File: config.mk
export PLATFORM = sky130hd
export DESIGN_NAME = eq_band_mixer
export DESIGN_NICKNAME = d
export VERILOG_FILES = /design/src/rtl/eq_mix_pkg.sv /design/src/rtl/eq_band_mac.sv /design/src/rtl/eq_band_mixer.sv
export SDC_FILE = /design/constraint.sdc
export NUM_CORES = 2
export LEC_CHECK = 0
export BUFFER_PORTS_ARGS = -buffer_cell sky130_fd_sc_hd__clkbuf_2
export CAP_MARGIN = 30
export CORE_MARGIN = 2
export CORE_UTILIZATION = 30
export DETAILED_ROUTE_END_ITERATION = 10
export PLACE_DENSITY_LB_ADDON = 0.3
export SLEW_MARGIN = 20
export SYNTH_ARGS = -nofsm -noshare
export SYNTH_HDL_FRONTEND = slang
export SYNTH_SLANG_ARGS = --single-unit
File: constraint.sdc
create_clock -name clk -period 23.2 [get_ports clk]
set_input_delay 2.32 -clock clk [delete_from_list [all_inputs] [get_ports clk]]
set_output_delay 2.32 -clock clk [all_outputs]
set_load 0.03 [all_outputs]
File: src/rtl/eq_mix_pkg.sv
// Shared types and helpers for the EQ band mixer.
//   SMPL_W : audio sample width (signed)
//   POT_W  : band gain / volume control width (unsigned)
//   state_t: mixer sequencing states
//   sat16  : clamp a wide signed value to the 16-bit sample range
package eq_mix_pkg;

  localparam int unsigned SMPL_W   = 16;
  localparam int unsigned POT_W    = 12;
  localparam int unsigned SAT_IN_W = 48;

  typedef enum logic [1:0] {IDLE, ACC, VOL, OUT} state_t;

  localparam logic signed [SAT_IN_W-1:0] SAT_MAX = 48'sd32767;
  localparam logic signed [SAT_IN_W-1:0] SAT_MIN = -48'sd32768;

  function automatic logic signed [SMPL_W-1:0] sat16(input logic signed [SAT_IN_W-1:0] x);
    if (x > SAT_MAX)      return 16'sh7FFF;
    else if (x < SAT_MIN) return 16'sh8000;
    else                  return x[SMPL_W-1:0];
  endfunction

endpackage

File: src/rtl/eq_band_mac.sv
// One channel of the band mixer: per-band gain multiply, arithmetic shift and
// accumulate, then master volume scaling and a single saturation to 16 bits.
// Ports:
//   clk, rst_n : clock, async active-low reset
//   i_clr      : clear accumulator (new sample accepted)
//   i_acc_en   : add the current band term into the accumulator
//   i_vol_en   : apply volume, saturate and register o_aud
//   i_band     : signed band sample selected for this cycle
//   i_pot      : unsigned band gain for this cycle
//   i_vol      : unsigned effective master volume
//   o_aud      : registered saturated output sample
module eq_band_mac
  import eq_mix_pkg::*;
#(
  parameter int unsigned NUM_BANDS  = 5,
  parameter int unsigned GAIN_SHIFT = 11,
  parameter int unsigned VOL_SHIFT  = 12
) (
  input  logic                     clk,
  input  logic                     rst_n,
  input  logic                     i_clr,
  input  logic                     i_acc_en,
  input  logic                     i_vol_en,
  input  logic signed [SMPL_W-1:0] i_band,
  input  logic        [POT_W-1:0]  i_pot,
  input  logic        [POT_W-1:0]  i_vol,
  output logic signed [SMPL_W-1:0] o_aud
);

  localparam int unsigned PROD_W  = SMPL_W + POT_W + 1;
  localparam int unsigned TERM_W  = PROD_W - GAIN_SHIFT;
  localparam int unsigned ACC_W   = TERM_W + $clog2(NUM_BANDS) + 1;
  localparam int unsigned VPROD_W = ACC_W + POT_W + 1;

  logic signed [POT_W:0]     w_pot_s;
  logic signed [POT_W:0]     w_vol_s;
  logic signed [PROD_W-1:0]  w_band_x;
  logic signed [PROD_W-1:0]  w_prod;
  logic signed [TERM_W-1:0]  w_term;
  logic signed [VPROD_W-1:0] w_acc_x;
  logic signed [VPROD_W-1:0] w_vprod;
  logic signed [ACC_W-1:0]   r_acc;

  // Gains are unsigned; a zero MSB makes them non-negative signed operands.
  assign w_pot_s  = {1'b0, i_pot};
  assign w_vol_s  = {1'b0, i_vol};
  assign w_band_x = PROD_W'(i_band);
  assign w_prod   = w_band_x * PROD_W'(w_pot_s);
  assign w_term   = TERM_W'(w_prod >>> GAIN_SHIFT);
  assign w_acc_x  = VPROD_W'(r_acc);
  assign w_vprod  = w_acc_x * VPROD_W'(w_vol_s);

  // Band accumulator; no intermediate saturation, width covers all bands.
  always_ff @(posedge clk or negedge rst_n) begin
    if (!rst_n)        r_acc <= '0;
    else if (i_clr)    r_acc <= '0;
    else if (i_acc_en) r_acc <= r_acc + ACC_W'(w_term);
  end

  // Volume stage and the only saturation point.
  always_ff @(posedge clk or negedge rst_n) begin
    if (!rst_n)        o_aud <= '0;
    else if (i_vol_en) o_aud <= sat16(SAT_IN_W'(w_vprod >>> VOL_SHIFT));
  end

endmodule

File: src/rtl/eq_band_mixer.sv
// Parametrised EQ summing stage: NUM_BANDS band samples per channel are scaled
// by per-band gain POTs through one MAC lane per channel (one band per clock),
// then master volume and 16-bit saturation are applied.
// Optional feature macro: EQ_VOL_SMOOTH_EN -- ramp the effective volume toward
// the requested volume by at most VOL_STEP per accepted sample.
// Ports:
//   clk, rst_n               : clock, async active-low reset
//   smpl_vld                 : new band set, accepted when not busy
//   band_lft / band_rght     : signed band samples, band i at [16*i +: 16]
//   pot                      : unsigned band gains, band i at [12*i +: 12]
//   volume                   : unsigned master volume
//   aud_out_lft/aud_out_rght : registered saturated outputs
//   out_vld                  : one-cycle pulse when outputs update
//   busy                     : high from acceptance until the out_vld cycle
//   ovr_err                  : one-cycle pulse, sample dropped while busy
module eq_band_mixer
  import eq_mix_pkg::*;
#(
  parameter int unsigned NUM_BANDS  = 5,
  parameter int unsigned GAIN_SHIFT = 11,
  parameter int unsigned VOL_SHIFT  = 12,
  parameter int unsigned VOL_STEP   = 256
) (
  input  logic                            clk,
  input  logic                            rst_n,
  input  logic                            smpl_vld,
  input  logic [SMPL_W*NUM_BANDS-1:0]     band_lft,
  input  logic [SMPL_W*NUM_BANDS-1:0]     band_rght,
  input  logic [POT_W*NUM_BANDS-1:0]      pot,
  input  logic [POT_W-1:0]                volume,
  output logic signed [SMPL_W-1:0]        aud_out_lft,
  output logic signed [SMPL_W-1:0]        aud_out_rght,
  output logic                            out_vld,
  output logic                            busy,
  output logic                            ovr_err
);

  localparam int unsigned IDX_W = $clog2(NUM_BANDS);

  state_t                        r_state;
  state_t                        w_state_nxt;
  logic                          w_accept;
  logic                          w_last;
  logic [IDX_W-1:0]              r_idx;
  logic [SMPL_W*NUM_BANDS-1:0]   r_band_lft;
  logic [SMPL_W*NUM_BANDS-1:0]   r_band_rght;
  logic [POT_W*NUM_BANDS-1:0]    r_pot;
  logic [POT_W-1:0]              r_vol_eff;
  logic [POT_W-1:0]              w_vol_nxt;
  logic signed [SMPL_W-1:0]      w_band_l;
  logic signed [SMPL_W-1:0]      w_band_r;
  logic [POT_W-1:0]              w_pot_sel;

  assign w_last = (r_idx == IDX_W'(NUM_BANDS - 1));

  // State register.
  always_ff @(posedge clk or negedge rst_n) begin
    if (!rst_n) r_state <= IDLE;
    else        r_state <= w_state_nxt;
  end

  // Next state; OUT accepts a new sample directly so there is no bubble.
  always_comb begin
    w_state_nxt = r_state;
    w_accept    = 1'b0;
    case (r_state)
      IDLE: if (smpl_vld) begin
        w_accept    = 1'b1;
        w_state_nxt = ACC;
      end
      ACC:  if (w_last) w_state_nxt = VOL;
      VOL:  w_state_nxt = OUT;
      OUT: begin
        if (smpl_vld) begin
          w_accept    = 1'b1;
          w_state_nxt = ACC;
        end else begin
          w_state_nxt = IDLE;
        end
      end
      default: w_state_nxt = IDLE;
    endcase
  end

`ifdef EQ_VOL_SMOOTH_EN
  logic [POT_W-1:0] w_vol_diff;

  // Move toward the requested volume by at most VOL_STEP.
  always_comb begin
    w_vol_diff = '0;
    w_vol_nxt  = r_vol_eff;
    if (volume >= r_vol_eff) begin
      w_vol_diff = volume - r_vol_eff;
      if (32'(w_vol_diff) > VOL_STEP) w_vol_nxt = r_vol_eff + POT_W'(VOL_STEP);
      else                            w_vol_nxt = volume;
    end else begin
      w_vol_diff = r_vol_eff - volume;
      if (32'(w_vol_diff) > VOL_STEP) w_vol_nxt = r_vol_eff - POT_W'(VOL_STEP);
      else                            w_vol_nxt = volume;
    end
  end
`else
  assign w_vol_nxt = volume;
`endif

  // Band index counter and input capture.
  always_ff @(posedge clk or negedge rst_n) begin
    if (!rst_n) begin
      r_idx       <= '0;
      r_band_lft  <= '0;
      r_band_rght <= '0;
      r_pot       <= '0;
      r_vol_eff   <= '0;
    end else if (w_accept) begin
      r_idx       <= '0;
      r_band_lft  <= band_lft;
      r_band_rght <= band_rght;
      r_pot       <= pot;
      r_vol_eff   <= w_vol_nxt;
    end else if (r_state == ACC) begin
      r_idx <= w_last ? '0 : r_idx + IDX_W'(1);
    end
  end

  // Handshake flags, registered from the next state.
  always_ff @(posedge clk or negedge rst_n) begin
    if (!rst_n) begin
      out_vld <= 1'b0;
      busy    <= 1'b0;
      ovr_err <= 1'b0;
    end else begin
      out_vld <= (w_state_nxt == OUT);
      busy    <= (w_state_nxt == ACC) || (w_state_nxt == VOL);
      ovr_err <= smpl_vld && ((r_state == ACC) || (r_state == VOL));
    end
  end

  // Select the current band for both lanes.
  always_comb begin
    w_band_l  = '0;
    w_band_r  = '0;
    w_pot_sel = '0;
    for (int i = 0; i < int'(NUM_BANDS); i++) begin
      if (r_idx == IDX_W'(i)) begin
        w_band_l  = r_band_lft[SMPL_W*i +: SMPL_W];
        w_band_r  = r_band_rght[SMPL_W*i +: SMPL_W];
        w_pot_sel = r_pot[POT_W*i +: POT_W];
      end
    end
  end

  eq_band_mac #(
    .NUM_BANDS (NUM_BANDS),
    .GAIN_SHIFT(GAIN_SHIFT),
    .VOL_SHIFT (VOL_SHIFT)
  ) u_mac_lft (
    .clk     (clk),
    .rst_n   (rst_n),
    .i_clr   (w_accept),
    .i_acc_en(r_state == ACC),
    .i_vol_en(r_state == VOL),
    .i_band  (w_band_l),
    .i_pot   (w_pot_sel),
    .i_vol   (r_vol_eff),
    .o_aud   (aud_out_lft)
  );

  eq_band_mac #(
    .NUM_BANDS (NUM_BANDS),
    .GAIN_SHIFT(GAIN_SHIFT),
    .VOL_SHIFT (VOL_SHIFT)
  ) u_mac_rght (
    .clk     (clk),
    .rst_n   (rst_n),
    .i_clr   (w_accept),
    .i_acc_en(r_state == ACC),
    .i_vol_en(r_state == VOL),
    .i_band  (w_band_r),
    .i_pot   (w_pot_sel),
    .i_vol   (r_vol_eff),
    .o_aud   (aud_out_rght)
  );

endmodule

==> summary.txt <==
Detailed routing
  • Vias per std cell: 4.72
  • Pre-Repair DR Iteration Count: 6
  • Total number of vias: 36600
  • Residual DRC: 0
  • WL per Instance: 17.7 um
  • Initial drt markers: 2519
  • Post-route antenna net violation count: 0
  • Detailed Route WL: 137000 um

Floorplan
  • Ports: 270
  • Chip height: 402 um
  • Core ar.: 158000 um^2
  • Die area: 162000 um^2
  • Row cnt: 146
  • Chip Width: 402 um
  • Initial Util: 0.301

Timing
  • Normalized max-slew margin: 0.237
  • Max Clock Freq: 0.0977 GHz
  • Setup clock skew after layout: 32.8 ps
  • Worst Tran Pin Value: 1150 ps
  • Final Hold Viols: 0
  • Final setup TNS: 0 ps
  • Fin crit period: 10240 ps
  • RSZ-0062 raised after global routing: false
  • Setup-failing EPs final: 0
  • Tcrit/Tclk final: 0.441
  • Max Slew Vio Count: 0

Global route
  • First-pass GRT wire length: 220000 um
  • Initial antenna violation count: 4
  • Pin count of the biggest net entering global routing: 202
  • Vias in the first global route: 38700
  • All-Layer GR Usage: 0.172
  • Remaining Overflow, GRT: 0

Setup path
  • R2R cell count: 38
  • CP Launch Type: flip-flop
  • CP arrival: 10780 ps
  • Critical path required time: 23740 ps
  • Crit path top cell by count: fa_1
  • Worst Setup End Kind: flip-flop
  • Critical path type: flip-flop to flip-flop
  • Crit path buf inv count: 5
  • Slowest cell on crit path: a21oi_1
  • Crit-path max cell delay: 670 ps
  • Crit Path Max Fanout: 38
  • Crit path max-delay family: adder cells
  • Critical path depth: 38

Min path
  • Min-delay worst type: flip-flop to flip-flop
  • Min-Delay Path Depth: 2

Clocking
  • H-tree Lvls: 2
  • Clock slew at the register clock pins of the worst setup and hold paths: 60 ps
  • Post-CTS Hold Fix Bufs: 0
  • Clk root buf: clkbuf_16
  • CTS sink count: 316
  • CTS buffer count: 41
  • Clock Latency Late Sink: 620 ps
  • CTS max path bufs: 3
  • Post-CTS setup buffer count: 0
  • CTS tree: built
  • Post-CTS sizing: 0

Placed design
  • Dpl cells: 7673
  • Placer Congestion: 0.870
  • Detail Placement HPWL: 108000 um
  • DP Area: 51100 um^2
  • IO Port Bufs: 269

Final layout
  • Commonest non-fill, non-tap cells in the layout: nand2_1 (1195), inv_1 (1014), fa_1 (830), nor2_1 (398), ha_1 (330)
  • Area delta synth->final: 10.3%
  • Layout cell share with drive strength beyond 1: 0.0799
  • Post-Layout Cell Count: 7752
  • # fillers: 16500
  • Most common cell after layout, fill and taps aside: nand2_1
  • Fin area: 52500 um^2
  • Nets: 7044

Synth
  • Asr flop ratio synth: 1.00
  • Register area share after synthesis: 0.166
  • Yosys cell types: 88
  • Syn Inst Count: 5534
  • Number of synthesized register bits: 316
  • Post-synth EDFFs: 0
  • YS warnings: 0
  • Top FF cell, synth: dfrtp_1
  • Syn nets: 6931
  • Mapped Avg Cell Area: 8.61 um^2
  • Mapped Area: 47600 um^2

Flow run
  • MaxCap Viol Count: 0

Status
  • Status: completed
[final cells by class]
class	count	area [um^2]	share of cell area
inverter	1016	3810	0.0726
sequential	316	7920	0.151
clock buffer	60	1220	0.0232
timing repair buffer	317	1750	0.0333
tap	2072	2590	0.0494
clock inverter	15	201	0.00384
antenna	1	2.50	0.0000476
multi-input combinational	3955	35000	0.667
[logic make-up (layout without fill, tap and decap cells)]
group / after synthesis / in the layout / synth area share
adders and majority gates: 1162 / 1162 / 0.436
buffers and inverters: 1263 / 1408 / 0.100
xor gates and xnor gates: 120 / 120 / 0.0225
muxes: 35 / 35 / 0.00738
and+or+nand+nor: 2103 / 2103 / 0.192
AOI/OAI and AO/OA: 535 / 535 / 0.0760
other: 0 / 1 / 0
DFF: 316 / 316 / 0.166
[synthesized netlist by cell type, types with 41 or more instances]
master	n	share of area
a21o_1	85	0.013
a21oi_1	170	0.018
a221oi_1	41	0.0075
and2_1	279	0.037
clkbuf_1	223	0.018
dfrtp_1	316	0.17
fa_1	830	0.35
ha_1	332	0.087
inv_1	1014	0.080
nand2_1	1196	0.094
nor2_1	399	0.031
nor3_1	64	0.0067
o21ai_0	52	0.0055
xnor2_1	78	0.014
[flip-flops by register name, indices dropped and copies added (netlist names), 3 cells and up]
| register | count |
|---|---|
| u_mac_rght.r_acc | 22 |
| r_band_rght | 80 |
| r_vol_eff | 12 |
| r_idx | 3 |
| u_mac_lft.r_acc | 22 |
| r_band_lft | 80 |
| u_mac_lft.o_aud | 16 |
| u_mac_rght.o_aud | 16 |
| r_pot | 60 |
[final timing paths]
path	from	endpoint	slack [ps]
max	r_idx[0]	u_mac_rght.r_acc[21]	12960
max in group asynchronous	rst_n	u_mac_lft.o_aud[4]	20060
min	r_band_rght[34]	r_band_rght[34]	470
min in group asynchronous	rst_n	r_band_lft[72]	1660
min reg2reg	r_band_rght[34]	r_band_rght[34]	470
max reg2reg	r_idx[0]	u_mac_rght.r_acc[21]	12960
[layer usage]
metal / wire length [um] / up-vias / GRT usage
li1: - / 17000 / -
met4: 3730 / 0 / 0.0477
met3: 8590 / 159 / 0.0293
met5: 0 / - / 0
met1: 65200 / 18500 / 0.248
met2: 59700 / 969 / 0.265
[stage by stage]
stage | hold WS (ps) | setup WS [ps] | utilization
after floorplan | 437 | 14140 | -
after global placement | 459 | 13210 | 0.323
after detailed placement | 463 | 13030 | 0.323
after CTS | 478 | 13020 | 0.332
after global routing | 489 | 12110 | 0.332
final | 475 | 12960 | 0.332
[worst register-to-register path, delay by kind of cell, from the launching register on]
| family | cells | cell delay (ps) |
|---|---|---|
| fa+ha+maj | 8 | 3750 |
| compound gates | 11 | 2530 |
| simple gates | 11 | 2270 |
| buf+inv | 5 | 740 |
| flops | 1 | 430 |
| mux | 2 | 370 |
| xor+xnor | 1 | 80 |
Power is left out: the tool's default activity adds up to more than one toggle a clock period on the data nets, which glitch-free logic cannot reach.
